## src/rtl/bounce_generator.sv

```systemverilog
`default_nettype none
// ============================================================================
// Module   : bounce_generator
// Purpose  : Turns a clean level into a contact-bounce-like waveform using a
//            free-running Galois LFSR, then settles at the new level.
// Revision : 1.0 - initial release
// ============================================================================

module bounce_generator #(
    parameter logic [15:0] SEED        = 16'hACE1,
    parameter int          MIN_BOUNCES = 4,
    parameter int          BOUNCE_BITS = 4,
    parameter int          GAP_BITS    = 3
) (
    input  logic clk,
    input  logic rst,
    input  logic ena,
    input  logic clean_in,
    output logic bouncy_out,
    output logic busy
);

    // An all-zero seed would lock the LFSR, so it falls back to the default.
    localparam logic [15:0] c_seed  = (SEED == 16'h0000) ? 16'hACE1 : SEED;
    localparam logic [15:0] c_taps  = 16'hB400;
    localparam int          c_cnt_w = $clog2(MIN_BOUNCES + 2**BOUNCE_BITS);
    localparam int          c_gap_w = GAP_BITS + 1;

    typedef enum logic [1:0] {
        S_IDLE   = 2'd0,
        S_BOUNCE = 2'd1,
        S_SETTLE = 2'd2
    } state_t;

    state_t               r_state;
    logic                 r_target;
    logic [c_cnt_w-1:0]   r_bounces_left;
    logic [c_gap_w-1:0]   r_gap;
    logic [15:0]          r_lfsr;

    state_t               w_state_next;
    logic                 w_target_next;
    logic [c_cnt_w-1:0]   w_bounces_next;
    logic [c_gap_w-1:0]   w_gap_next;
    logic                 w_out_next;
    logic                 w_busy_next;
    logic [15:0]          w_lfsr_next;
    logic [c_cnt_w-1:0]   w_load_bounces;
    logic [c_gap_w-1:0]   w_load_gap;
    logic [c_cnt_w-1:0]   w_bounces_dec;
    logic                 w_restart;

    // All rules read the pre-shift LFSR value; the shift itself never pauses.
    assign w_lfsr_next    = {1'b0, r_lfsr[15:1]} ^ (r_lfsr[0] ? c_taps : 16'h0000);
    assign w_load_bounces = c_cnt_w'(MIN_BOUNCES) + c_cnt_w'(r_lfsr[BOUNCE_BITS-1:0]);
    assign w_load_gap     = c_gap_w'(r_lfsr[GAP_BITS-1:0]) + c_gap_w'(1);
    assign w_bounces_dec  = r_bounces_left - c_cnt_w'(1);
    assign w_restart      = (clean_in != r_target);

    always_ff @(posedge clk or posedge rst) begin
        if (rst) begin
            r_state        <= S_IDLE;
            r_target       <= 1'b0;
            r_bounces_left <= '0;
            r_gap          <= '0;
            r_lfsr         <= c_seed;
            bouncy_out     <= 1'b0;
            busy           <= 1'b0;
        end else begin
            r_state        <= w_state_next;
            r_target       <= w_target_next;
            r_bounces_left <= w_bounces_next;
            r_gap          <= w_gap_next;
            r_lfsr         <= w_lfsr_next;
            bouncy_out     <= w_out_next;
            busy           <= w_busy_next;
        end
    end

    always_comb begin
        w_state_next   = r_state;
        w_target_next  = r_target;
        w_bounces_next = r_bounces_left;
        w_gap_next     = r_gap;
        w_out_next     = bouncy_out;
        w_busy_next    = busy;

        if (!ena) begin
            w_state_next = S_IDLE;
            w_busy_next  = 1'b0;
            w_out_next   = clean_in;
        end else begin
            case (r_state)
                S_IDLE: begin
                    if (clean_in != bouncy_out) begin
                        w_target_next  = clean_in;
                        w_bounces_next = w_load_bounces;
                        w_gap_next     = w_load_gap;
                        w_busy_next    = 1'b1;
                        w_state_next   = S_BOUNCE;
                    end
                end
                S_BOUNCE: begin
                    // A new clean edge restarts the burst ahead of any gap action.
                    if (w_restart) begin
                        w_target_next  = clean_in;
                        w_bounces_next = w_load_bounces;
                        w_gap_next     = w_load_gap;
                        w_state_next   = S_BOUNCE;
                    end else if (r_gap == c_gap_w'(1)) begin
                        w_out_next     = r_lfsr[15];
                        w_bounces_next = w_bounces_dec;
                        if (w_bounces_dec == '0) begin
                            w_state_next = S_SETTLE;
                        end else begin
                            w_gap_next = w_load_gap;
                        end
                    end else begin
                        w_gap_next = r_gap - c_gap_w'(1);
                    end
                end
                S_SETTLE: begin
                    if (w_restart) begin
                        w_target_next  = clean_in;
                        w_bounces_next = w_load_bounces;
                        w_gap_next     = w_load_gap;
                        w_state_next   = S_BOUNCE;
                    end else begin
                        w_out_next   = r_target;
                        w_busy_next  = 1'b0;
                        w_state_next = S_IDLE;
                    end
                end
                default: begin
                    w_state_next = S_IDLE;
                    w_busy_next  = 1'b0;
                end
            endcase
        end
    end

endmodule

`default_nettype wire

```

## config.mk

```make
export PLATFORM = sky130hd
export DESIGN_NAME = bounce_generator
export DESIGN_NICKNAME = d
export VERILOG_FILES = /design/src/rtl/bounce_generator.sv
export SDC_FILE = /design/constraint.sdc
export NUM_CORES = 1
export LEC_CHECK = 0
export ABC_AREA = 1
export BUFFER_PORTS_ARGS = -buffer_cell sky130_fd_sc_hd__buf_2
export CELL_PAD_IN_SITES_DETAIL_PLACEMENT = 0
export CELL_PAD_IN_SITES_GLOBAL_PLACEMENT = 2
export CORE_ASPECT_RATIO = 0.7
export CORE_MARGIN = 3
export CORE_UTILIZATION = 40
export CTS_BUF_LIST = sky130_fd_sc_hd__clkbuf_16
export CTS_CLUSTER_SIZE = 8
export DETAILED_ROUTE_END_ITERATION = 10
export PLACE_DENSITY = 0.88
export SLEW_MARGIN = 25
export SYNTH_ARGS = -nofsm -noshare
export SYNTH_HDL_FRONTEND = slang
export SYNTH_SLANG_ARGS = --single-unit
export TNS_END_PERCENT = 30
```

## constraint.sdc

```tcl
create_clock -name clk -period 2.74 [get_ports clk]
set_input_delay 0.274 -clock clk [delete_from_list [all_inputs] [get_ports clk]]
set_output_delay 0.274 -clock clk [all_outputs]
set_load 0.1 [all_outputs]
```

# ---- Yosys cells after proc, flatten, opt, wreduce, memory -nomap -nowiden
# Cells that the tools add are included.
dict set report totals {
  input_bits 4
  output_inout_bits 2
  reg_bits 30
}
dict set report classes {
  bitwise_logic 1
  addsub 4
  reduce_logical 11
  eq_ne 18
  n_mux 31
}
# operator n
set op_table {}
lappend op_table {{$mux 4} 5}
lappend op_table {{$mux 5} 4}
lappend op_table {{$mux 16} 1}
lappend op_table {{$xor 15x16->16} 1}
lappend op_table {{$ne 3x3->1 const B} 5}
lappend op_table {{$pmux 5 s3} 1}
lappend op_table {{$ne 4x4->1 const B} 3}
lappend op_table {{$pmux 4 s3} 1}
lappend op_table {{$mux 1} 10}
lappend op_table {{$mux 2} 5}
lappend op_table {{$reduce_and 5->1} 2}
lappend op_table {{$reduce_and 4->1} 2}
lappend op_table {{$ne 2x2->1 const B} 3}
lappend op_table {{$pmux 2 s3} 1}
lappend op_table {{$reduce_and 3->1} 2}
lappend op_table {{$add 3x4->5 const A} 1}
lappend op_table {{$logic_not 5->1} 1}
lappend op_table {{$sub 5x1->5 const B} 1}
lappend op_table {{$add 3x1->4 const B} 1}
lappend op_table {{$eq 4x1->1 const B} 1}
lappend op_table {{$pmux 1 s2} 2}
lappend op_table {{$sub 4x1->4 const B} 1}
lappend op_table {{$ne 3x1->1 const B} 1}
lappend op_table {{$pmux 1 s3} 1}
lappend op_table {{8 further kinds} 9}

# ---- Logic depth before layout (Yosys ltp)
# Gate-level depths: netlist of the first run.
dict set report logic_depth {
  ltp_word 7
  depth_mapped 10
}

# ---- Least setup slack after synthesis of the first run
# Ideal clock, no wire load.
dict set report synth_timing {
  path_kind {register to register}
  start {register bouncy_out}
  end {register r_bounces_left[0]}
  setup_ps 74
  path_stages_with_launch 9
  path_slack_ps 961
  arrival_time_ps 1705
  cell_sequence {dfrtp_1 > nand2_1 > nand3_1 > nand2_2 > nor2_4 > nand2_4 > clkinv_4 > nand2_1 > o21ai_2}
}
dict set report synth_between {
  elab_chain_len 3
}
# item line
set synth_lines {}
lappend synth_lines {{from (decl)} 19} ;# output logic bouncy_out,
lappend synth_lines {{from (signal assigned)} 75} ;# bouncy_out <= w_out_next;
lappend synth_lines {{$ne 1x1->1} 95} ;# if (clean_in != bouncy_out) begin
lappend synth_lines {{$ne 2x2->1 (no line)} -}
lappend synth_lines {{$reduce_and 5->1 (no line)} -}
lappend synth_lines {{to (signal assigned)} 72} ;# r_bounces_left <= w_bounces_next;
lappend synth_lines {{to (decl)} 37} ;# logic [c_cnt_w-1:0] r_bounces_left;
# No other way between the ends.
# A chain may end at the register's enable or synchronous reset.

# ---- Final worst setup path of the first run
dict set report layout_timing {
  start {register r_bounces_left[0]}
  end {register r_gap[3]}
}
dict set report layout_between {
  elab_chain_len 4
}
# item line
set layout_lines {}
lappend layout_lines {{$sub 5x1->5} 57} ;# assign w_bounces_dec = r_bounces_left - c_cnt_w'(1);
lappend layout_lines {{$logic_not 5->1} 113} ;# if (w_bounces_dec == '0) begin
lappend layout_lines {{$ne 4x4->1 (no line)} -}
lappend layout_lines {{$reduce_and 5->1 (no line)} -}
lappend layout_lines {{to (signal assigned)} 73} ;# r_gap <= w_gap_next;
lappend layout_lines {{to (decl)} 38} ;# logic [c_gap_w-1:0] r_gap;
# No other way between the ends.

==> flow_summary_export.csv, run 1 <==
group,metric,value,unit
final_layout,seqCellArea,761,µm²
final_layout,drive_above_1_share,0.208,
clocking,ctsRootBufferMaster,"sky130_fd_sc_hd__clkbuf_16",
global_routing,grt.overflow.total,0,
route,wire_length_per_cell,12.5,µm
power,pwr_density_cell,964,nW/µm²
timing,post-route-min-period,1670,ps
critical_path,reg2reg_from,"r_bounces_left[0]",
power,worst_ir_drop_on_vdd,0.458,mV
timing,final-hold-violation-count,0,
clocking,ctsLongestPathBuffers,2,
synth,synth-seq-area-share,0.463,
synth,main_combinational_cell_family_by_area_after_synthesis,"simple AND/OR/NAND/NOR gates",
clocking,postCtsSetupBuffers,0,
power,share_clk_of_total_power,0.285,
placed_design,buffer_ports.inserted,5,
critical_path,setup.worst_path.start_class,"register",
synth,synth_largest_type_area_fraction,0.335,
power,pleak,0.942,nW
final_layout,finish.instance_area,1870,µm²
route,drt.antenna.violating_nets,0,
timing,final_critical_path_setup_slack,1070,ps
placed_design,gpl.final_weighted_congestion,0.817,
route,drt_iter0_markers,82,
synth,syn_area,1640,µm²
synth,synthCells,190,
floorplan,rows,18,
power,internal_power,0.00106,W
final_layout,n_fill_cell,370,
final_layout,layout.core_utilization,0.500,
critical_path,crit_top_cell,"sky130_fd_sc_hd__nand2_1",
placed_design,post_dp_cell_area,1730,µm²
critical_path,critical_path.reg2reg.endpoint,"r_gap[3]",
synth,yosysWarnings,0,
clocking,cts_max_level,2,
floorplan,floorplan.die.width,82.6,µm
synth,netlist_top_cells_area,"sky130_fd_sc_hd__dfrtp_1 34%, sky130_fd_sc_hd__dfstp_2 13%, sky130_fd_sc_hd__nand2_1 12%",
power,comb_power_share,0.393,
timing,finalClockSkew,2.85,ps
timing,final.period_utilization,0.608,
placed_design,setup_slack_at_placement,1070,ps
synth,yosys.area.top_type,"sky130_fd_sc_hd__dfrtp_1",
timing,setup_repair_after_global_routing_missed_its_margin,"false",
clocking,clkTransAtPathRegs,50,ps
power,switching_share,0.413,
run_status,status,"finished, final reports clean",
global_routing,antenna_violations_before_repair,0,
final_layout,fin_nets,215,
critical_path,path_max_fanout,5,
route,wirelength,3140,µm
power,p_sw,0.000743,W
job,timing.max_cap.violations,0,
worst_hold_path,min_path_type,"input pin to asynchronous set/reset pin",
floorplan,die_area,4920,µm²
placed_design,placed_cells_incl_taps,244,
timing,slew-limit-headroom,0.614,
final_layout,multiInputGateArea,768,µm²
critical_path,worstSetupEndpointType,"register",
synth,yosys.area_share.adder,0.0762,
synth,synth.distinct_cells,26,
synth,yosys_register_bits,30,
final_layout,antenna_diode_instance_count,0,
global_routing,grt_pass1_wl,5510,µm
clocking,cts_buffers,5,
clocking,insertion_delay,270,ps
timing,timing.fmax,0.600,GHz
synth,synth_mux_area_frac,0,
floorplan,core_area,3740,µm²
critical_path,r2r_slack,1070,ps
critical_path,critical_path.top_delay_family,"simple AND/OR/NAND/NOR gates",
critical_path,r2r_cells,10,
floorplan,floorplan.initialDensity,0.439,
timing,drv_slew,0,
route,drt_pre_antenna_iters,4,
global_routing,groute.usage.overall,0.151,
timing,tightestPinTransition,578,ps
synth,synth_edf_count,0,
synth,share_of_synthesized_registers_carrying_an_async_set_or_reset,1.00,
global_routing,number_of_global_route_vias_before_repair,1187,
critical_path,criticalPathCategory,"register to register",
floorplan,pin_count,6,
final_layout,area_delta_synth_final,13.7,%
synth,synth_compound_area_frac,0.0693,
clocking,clock_tree_from_tritoncts,"yes",
power,sequentialPowerShare,0.322,
synth,synth_top_cells_by_count,"52 x sky130_fd_sc_hd__nand2_1, 24 x sky130_fd_sc_hd__inv_1, 22 x sky130_fd_sc_hd__dfrtp_1, 19 x sky130_fd_sc_hd__nand3_1, 11 x sky130_fd_sc_hd__o21ai_0",
floorplan,die_y,59.6,µm
critical_path,worst_path_buf_inv,2,
critical_path,cp.arrival,1880,ps
synth,dominant_cell_by_count_in_the_synthesized_netlist,"sky130_fd_sc_hd__nand2_1",
critical_path,path_cells,"inv_1 -> ha_1 -> inv_1 -> nand2_1 -> nand3_1 -> nor2_2 -> nand3_2 -> nand2_2 -> nand2_1 -> nand2_1",
global_routing,grt_start_max_net_pins,29,
clocking,cts_sinks,30,
final_layout,final-instance-count-excl-fill,252,
route,vias_per_cell,4.78,
clocking,cts.repair.resized,0,
synth,synth-main-ff-cell,"sky130_fd_sc_hd__dfrtp_1",
timing,tns,0,ps
critical_path,cp_data_required_time,2950,ps
clocking,cts.hold.buffers_added,0,
placed_design,detailedPlacementHpwl,2400,µm
synth,syn_avg_cell_area,8.65,µm²
timing,setup-violations-final,0,
route,num_vias,1205,
synth,post_synth_and_or_nand_nor_area_fraction,0.296,
route,drc,0,
synth,synth-xor-area-share,0.0267,
synth,synth.net_count,204,
critical_path,worst_path_max_delay_cell,"sky130_fd_sc_hd__dfrtp_1",
critical_path,critical-path-max-stage-delay,390,ps
==> stage by stage <==
stage	power, W	hold WS [ps]
after floorplan	0.00115	331
after global placement	0.00129	336
after detailed placement	0.00130	337
after CTS	0.00182	316
after global routing	0.00194	132
final	0.00180	61.0
==> kinds of logic (layout without fill, tap and decap cells) <==
| family | after synthesis | in the layout |
|---|---|---|
| xor+xnor | 5 | 5 |
| simple gates | 97 | 97 |
| buf+inv | 28 | 40 |
| compound gates | 20 | 20 |
| fa+ha+maj | 10 | 10 |
| flops | 30 | 30 |
==> power groups by stage <==
stage,registers (W),logic [W],clock network [W]
finish,0.000580,0.000708,0.000513
global route,0.000590,0.000805,0.000546
CTS,0.000581,0.000713,0.000521
detailed placement,0.000589,0.000708,0
global placement,0.000587,0.000700,0
floorplan,0.000635,0.000518,0
==> final cells by class <==
class                           instances  area share
Clock buffer                            5      0.0670
Clock inverter                          3     0.00871
Inverter                               26      0.0549
Multi-Input combinational cell        132       0.411
Sequential cell                        30       0.407
Tap cell                               50      0.0335
Timing Repair Buffer                    6      0.0174
==> worst max path at each step <==
stage | from | endpoint | slack (ps) | cells after the start
CTS | r_bounces_left[0] | r_gap[3] | 1060 | 10
detailed placement | r_bounces_left[0] | r_gap[3] | 1070 | 10
floorplan | bouncy_out | r_bounces_left[0] | 960 | 8
global placement | r_bounces_left[0] | r_gap[0] | 1060 | 10
finish | r_bounces_left[0] | r_gap[3] | 1070 | 10
global route | r_bounces_left[0] | r_gap[0] | 880 | 10
==> layer usage <==
| metal | wire (µm) | vias up | global-route usage |
|---|---|---|---|
| li1 | - | 624 | - |
| met1 | 1700 | 564 | 0.224 |
| met2 | 1300 | 13 | 0.215 |
| met3 | 119 | 4 | 0.0410 |
| met4 | 23 | 0 | 0.0420 |
| met5 | 0 | - | 0 |
==> placed cells by master, fill, tap and decap left out, drive strengths merged <==
cell type	netlist	layout
nand3	21	21
nor2	12	12
o21ai	16	16
xnor2	1	1
xor2	4	4
inv	25	25
nand3b	2	2
ha	10	10
a21oi	3	3
nand4	3	3
clkbuf	1	5
o211ai	1	1
dfrtp	22	22
dfstp	8	8
buf	1	6
clkinvlp	0	1
clkinv	1	3
nand2	59	59
==> state kept, by name (all words and copies together), names as in the netlist <==
| name | flops |
|---|---|
| bouncy_out | 1 |
| busy | 1 |
| r_bounces_left | 5 |
| r_gap | 4 |
| r_lfsr | 16 |
| r_state | 2 |
| r_target | 1 |
(Power assumes the default switching activity.)
==> run 2: changes to the inputs <==
--- a/config.mk
+++ b/config.mk
@@ -11,11 +11,11 @@
 export CELL_PAD_IN_SITES_GLOBAL_PLACEMENT = 2
 export CORE_ASPECT_RATIO = 0.7
 export CORE_MARGIN = 3
-export CORE_UTILIZATION = 40
+export CORE_UTILIZATION = 34
 export CTS_BUF_LIST = sky130_fd_sc_hd__clkbuf_16
 export CTS_CLUSTER_SIZE = 8
 export DETAILED_ROUTE_END_ITERATION = 10
-export PLACE_DENSITY = 0.88
+export PLACE_DENSITY = 0.8
 export SLEW_MARGIN = 25
 export SYNTH_ARGS = -nofsm -noshare
 export SYNTH_HDL_FRONTEND = slang
==> constraint.sdc (replaced) <==
create_clock -name clk -period 1.5 [get_ports clk]
set_input_delay 0.15 -clock clk [delete_from_list [all_inputs] [get_ports clk]]
set_output_delay 0.15 -clock clk [all_outputs]
set_load 0.1 [all_outputs]
==> run 2 against run 1 <==
Against the previous run: final cell count is 8.3% higher; routed wire length rose by 8.4%; utilization is 2.9 points lower; critical path depth unchanged; via count increased by 9.3%; clock-buffer cell count unchanged; largest cell class unchanged; largest power group unchanged.
==> flow_summary_export.csv, run 2 (synthesis results as in run 1) <==
group,metric,value,unit
global_routing,number_of_global_route_vias_before_repair,1252,
clocking,cts_max_level,2,
placed_design,detailedPlacementHpwl,2480,µm
timing,final-hold-violation-count,0,
worst_hold_path,min_path_type,"input pin to register",
global_routing,grt_start_max_net_pins,31,
global_routing,grt_pass1_wl,5930,µm
run_status,status,"finished, final reports clean",
floorplan,floorplan.die.width,89.1,µm
worst_hold_path,whs_path_depth,2,
power,design_power_total,0.00375,W
timing,setup-violations-final,0,
global_routing,antenna_violations_before_repair,0,
clocking,cts_sinks,30,
timing,slew-limit-headroom,0.679,
timing,setup_repair_after_global_routing_missed_its_margin,"true",
floorplan,die_area,5710,µm²
clocking,cts_buffers,5,
critical_path,cp.arrival,1610,ps
clocking,ctsLongestPathBuffers,2,
timing,finalClockSkew,8.33,ps
floorplan,die_y,64.2,µm
critical_path,r2r_cells,10,
route,drc,0,
final_layout,top_register_by_number_of_flip_flops,"r_lfsr",
route,num_vias,1317,
timing,timing.fmax,0.690,GHz
final_layout,layout.core_utilization,0.471,
final_layout,largest_reg_flops,16,
floorplan,core_area,4500,µm²
final_layout,seqCellArea,763,µm²
floorplan,floorplan.initialDensity,0.365,
critical_path,cp_data_required_time,1660,ps
timing,drv_slew,0,
critical_path,r2r_slack,50,ps
timing,final.period_utilization,0.967,
final_layout,fin_nets,231,
clocking,insertion_delay,270,ps
critical_path,worstSetupEndpointType,"register",
route,drt.antenna.violating_nets,0,
route,drt_iter0_markers,77,
power,pwr_density_cell,1770,nW/µm²
route,wirelength,3410,µm
timing,post-route-min-period,1450,ps
final_layout,area_delta_synth_final,29.0,%
final_layout,drive_above_1_share,0.367,
worst_hold_path,hp-start,"ena",
job,timing.max_cap.violations,0,
final_layout,n_fill_cell,427,
global_routing,groute.usage.overall,0.134,
power,pleak,1.03,nW
final_layout,leading_registers_by_flop_count,"r_lfsr (16), r_bounces_left (5), r_gap (4)",
timing,final_critical_path_setup_slack,50.0,ps
final_layout,layout.cells.most_common,"sky130_fd_sc_hd__nand2_1",
final_layout,antenna_diode_instance_count,0,
power,worst_ir_drop_on_vdd,0.573,mV
floorplan,pin_count,6,
final_layout,multiInputGateArea,873,µm²
clocking,clkTransAtPathRegs,50,ps
route,drt_pre_antenna_iters,4,
placed_design,setup_slack_at_placement,-61.8,ps
final_layout,final-instance-count-excl-fill,273,
critical_path,critical_path.reg2reg.endpoint,"r_state[0]",
critical_path,reg2reg_from,"r_state[0]",
route,vias_per_cell,4.82,
route,wire_length_per_cell,12.5,µm
floorplan,rows,20,
timing,tightestPinTransition,485,ps
final_layout,mostFrequentLayoutCells,"48 x sky130_fd_sc_hd__nand2_1, 20 x sky130_fd_sc_hd__dfrtp_1, 18 x sky130_fd_sc_hd__inv_1",
placed_design,buffer_ports.inserted,5,
placed_design,gpl.final_weighted_congestion,0.835,
critical_path,path_max_fanout,4,
critical_path,setup.worst_path.start_class,"register",
critical_path,criticalPathCategory,"register to register",
global_routing,grt.overflow.total,0,
worst_hold_path,min_delay_worst_endpoint,"bouncy_out",
placed_design,placed_cells_incl_taps,259,
clocking,ctsRootBufferMaster,"sky130_fd_sc_hd__clkbuf_16",
clocking,clock_tree_from_tritoncts,"yes",
-- run 2: worst max path at each step --
stage / slack, ps / from / depth (start not counted) / to
after detailed placement: -60 / r_state[1] / 7 / r_bounces_left[2]
after floorplan: 20 / bouncy_out / 8 / r_bounces_left[0]
after global routing: -40 / r_bounces_left[1] / 9 / r_gap[0]
after global placement: -80 / r_state[1] / 10 / r_state[0]
after CTS: 5 / r_state[0] / 9 / r_state[1]
final: 50 / r_state[0] / 10 / r_state[0]
-- run 2: what timing repair did --
action,CTS,global route
pin swaps,1,8
gates resized for setup,5,28
setup buffers,1,4
hold buffers,1,0
gates cloned,0,0
endpoints found under the hold margin,22,0
setup endpoints to repair,11,11
-- run 2: routing by layer --
metal / vias to the layer above / track usage / routed length, µm
li1: 659 / - / -
met4: 0 / 0.0279 / 22
met2: 28 / 0.193 / 1530
met3: 4 / 0.0387 / 178
met5: - / 0 / 0
met1: 626 / 0.198 / 1680
-- run 2: cell type report --
class	instances	share of cell area
multi-input cells	132	0.412
flip-flops and latches	30	0.360
repair buffers	22	0.0791
clock buffers	5	0.0590
inverters	26	0.0496
well taps	55	0.0325
clock inverters	3	0.00767
-- run 2: power breakdown --
| part | total, W | leakage (nW) | internal [W] | switching [W] |
|---|---|---|---|---|
| registers | 0.00107 | 0.374 | 0.000941 | 0.000134 |
| logic | 0.00173 | 0.589 | 0.000683 | 0.00105 |
| clock network | 0.000943 | 0.0672 | 0.000603 | 0.000340 |
-- run 2: critical path: stages, from the launching register on --
cell	delay (ps)
sky130_fd_sc_hd__dfrtp_1	410
sky130_fd_sc_hd__inv_2	90
sky130_fd_sc_hd__ha_4	170
sky130_fd_sc_hd__buf_4	130
sky130_fd_sc_hd__nand2_1	60
sky130_fd_sc_hd__nand3b_1	140
sky130_fd_sc_hd__nand2_1	70
sky130_fd_sc_hd__inv_2	70
sky130_fd_sc_hd__nand3_2	80
sky130_fd_sc_hd__nand3_1	80
sky130_fd_sc_hd__nand2_1	50
-- run 2: per-stage QoR --
stage / cell area [µm²] / hold slack (ps) / setup TNS, ps
CTS: 1980 / 174 / 0
floorplan: 1640 / 235 / 0
global placement: 1810 / 237 / -222
global route: 2120 / 194 / -173
detailed placement: 1810 / 247 / -268
finish: 2120 / 189 / 0
==> run 3: changes to the inputs <==
--- a/config.mk
+++ b/config.mk
@@ -11,11 +11,11 @@
 export CELL_PAD_IN_SITES_GLOBAL_PLACEMENT = 2
 export CORE_ASPECT_RATIO = 0.7
 export CORE_MARGIN = 3
-export CORE_UTILIZATION = 34
+export CORE_UTILIZATION = 40
 export CTS_BUF_LIST = sky130_fd_sc_hd__clkbuf_16
 export CTS_CLUSTER_SIZE = 8
 export DETAILED_ROUTE_END_ITERATION = 10
-export PLACE_DENSITY = 0.8
+export PLACE_DENSITY = 0.88
 export SLEW_MARGIN = 25
 export SYNTH_ARGS = -nofsm -noshare
 export SYNTH_HDL_FRONTEND = slang
==> constraint.sdc (replaced) <==
create_clock -name clk -period 1.9 [get_ports clk]
set_input_delay 0.19 -clock clk [delete_from_list [all_inputs] [get_ports clk]]
set_output_delay 0.19 -clock clk [all_outputs]
set_load 0.1 [all_outputs]
==> run 3 against run 2 <==
Against the previous run: maximum frequency is 16% lower; cell area shrank 9.1%; worst hold slack improved by 54 ps; first-iteration DRC count down 10%; critical path depth unchanged; via count shrank 6.2%; register-to-register slack improved by 120 ps; highest routed layer unchanged.
==> flow_summary_export.csv, run 3 (synthesis results as in run 1) <==
group,metric,value,unit
run_status,status,"finished, final reports clean",
floorplan,die_area,4920,µm²
route,drt.antenna.violating_nets,0,
timing,final_critical_path_setup_slack,174,ps
critical_path,worstSetupEndpointType,"register",
route,num_vias,1236,
critical_path,path_max_fanout,5,
clocking,insertion_delay,270,ps
timing,final.period_utilization,0.908,
final_layout,drive_above_1_share,0.202,
floorplan,rows,18,
route,wirelength,3310,µm
route,drc,0,
clocking,cts_max_level,2,
clocking,clkTransAtPathRegs,50,ps
route,drt_pre_antenna_iters,4,
timing,post-route-min-period,1730,ps
critical_path,criticalPathCategory,"register to register",
clocking,cts_buffers,5,
final_layout,mostFrequentLayoutCells,"52 x sky130_fd_sc_hd__nand2_1, 24 x sky130_fd_sc_hd__inv_1, 22 x sky130_fd_sc_hd__dfrtp_1",
final_layout,area_delta_synth_final,17.2,%
route,wire_length_per_cell,13.1,µm
clocking,clock_tree_from_tritoncts,"yes",
clocking,cts_sinks,30,
critical_path,cp_data_required_time,2110,ps
global_routing,groute.usage.overall,0.155,
power,pwr_density_cell,1500,nW/µm²
placed_design,setup_slack_at_placement,214,ps
global_routing,grt_pass1_wl,5580,µm
global_routing,antenna_violations_before_repair,0,
final_layout,fin_nets,216,
placed_design,detailedPlacementHpwl,2400,µm
final_layout,layout.core_utilization,0.515,
final_layout,leading_registers_by_flop_count,"r_lfsr (16), r_bounces_left (5), r_gap (4)",
timing,timing.fmax,0.579,GHz
final_layout,final-instance-count-excl-fill,253,
power,worst_ir_drop_on_vdd,0.663,mV
timing,final-hold-violation-count,0,
floorplan,floorplan.die.width,82.6,µm
critical_path,cp.arrival,1940,ps
timing,drv_slew,0,
route,vias_per_cell,4.89,
placed_design,placed_cells_incl_taps,244,
floorplan,pin_count,6,
global_routing,grt_start_max_net_pins,31,
power,pleak,0.972,nW
timing,slew-limit-headroom,0.680,
clocking,ctsRootBufferMaster,"sky130_fd_sc_hd__clkbuf_16",
timing,setup_repair_after_global_routing_missed_its_margin,"false",
route,drt_iter0_markers,69,
floorplan,core_area,3740,µm²
global_routing,grt.overflow.total,0,
final_layout,top_register_by_number_of_flip_flops,"r_lfsr",
global_routing,number_of_global_route_vias_before_repair,1185,
timing,setup-violations-final,0,
placed_design,gpl.final_weighted_congestion,0.809,
timing,hold-worst-slack,243,ps
final_layout,largest_reg_flops,16,
worst_hold_path,min_path_type,"input pin to register",
placed_design,buffer_ports.inserted,5,
timing,finalClockSkew,4.93,ps
timing,tns,0,ps
timing,tightestPinTransition,484,ps
floorplan,floorplan.initialDensity,0.439,
final_layout,layout.cells.most_common,"sky130_fd_sc_hd__nand2_1",
critical_path,setup.worst_path.start_class,"register",
job,timing.max_cap.violations,0,
clocking,ctsLongestPathBuffers,2,
floorplan,die_y,59.6,µm
final_layout,antenna_diode_instance_count,0,
## run 3: cell types whose count changed in the layout (fill, tap and decap cells not counted), sizes merged
cell and change:
buf -15, bufinv +2, clkinv -1, clkinvlp -1
## run 3: worst max-delay path: stages (launching register included)
cell	delay (ps)
sky130_fd_sc_hd__dfrtp_1	390
sky130_fd_sc_hd__inv_1	150
sky130_fd_sc_hd__ha_1	290
sky130_fd_sc_hd__inv_1	60
sky130_fd_sc_hd__nand2_1	80
sky130_fd_sc_hd__nand3_1	100
sky130_fd_sc_hd__nor2_2	190
sky130_fd_sc_hd__nand3_2	150
sky130_fd_sc_hd__nand2_2	120
sky130_fd_sc_hd__nand2_1	60
sky130_fd_sc_hd__nand2_1	70
## run 3: final cells by class
cell class              instances  area (µm²)
flip-flops and latches         30         761
well taps                      50        62.6
fillers                       371        1810
clock buffers                   5         125
clock inverters                 3        63.8
inverters                      26         103
multi-input cells             132         768
repair buffers                  7        42.5
## run 3: metrics by stage
step / power, W / area (µm²)
floorplan: 0.00166 / 1640
global placement: 0.00186 / 1730
CTS: 0.00291 / 1930
global route: 0.00308 / 1930
detailed placement: 0.00188 / 1730
finish: 0.00289 / 1930
## run 3: repair_timing
item / in CTS / in global routing
hold endpoints to repair: 18 / 0
resized for setup: 0 / 0
buffers inserted: 0 / 0
hold buffers: 1 / 0
## run 3: per-layer routing
layer	vias up	global-route usage	share of wire	wire, µm
met5	-	0	0	0
met4	0	0.0583	0.0051	17
met3	2	0.0456	0.045	149
met2	26	0.223	0.43	1420
met1	584	0.221	0.52	1720
li1	624	-	-	-
## run 3: power breakdown
part	switching, W	internal (W)	leakage [nW]
clock	0.000268	0.000745	0.0915
sequential	0.0000969	0.000742	0.377
combinational	0.000731	0.000311	0.504
total	0.00110	0.00180	0.972
## run 3: path summary, 6_finish.rpt
check	startpoint	end	slack, ps	cells past startpoint
max	r_bounces_left[0]	r_gap[3]	170	10
min reg2reg	r_lfsr[4]	r_lfsr[3]	350	0
max reg2reg	r_bounces_left[0]	r_gap[3]	170	10
max in group asynchronous	rst	r_lfsr[10]	1030	4
min	ena	bouncy_out	240	2
min in group asynchronous	rst	r_gap[3]	550	4
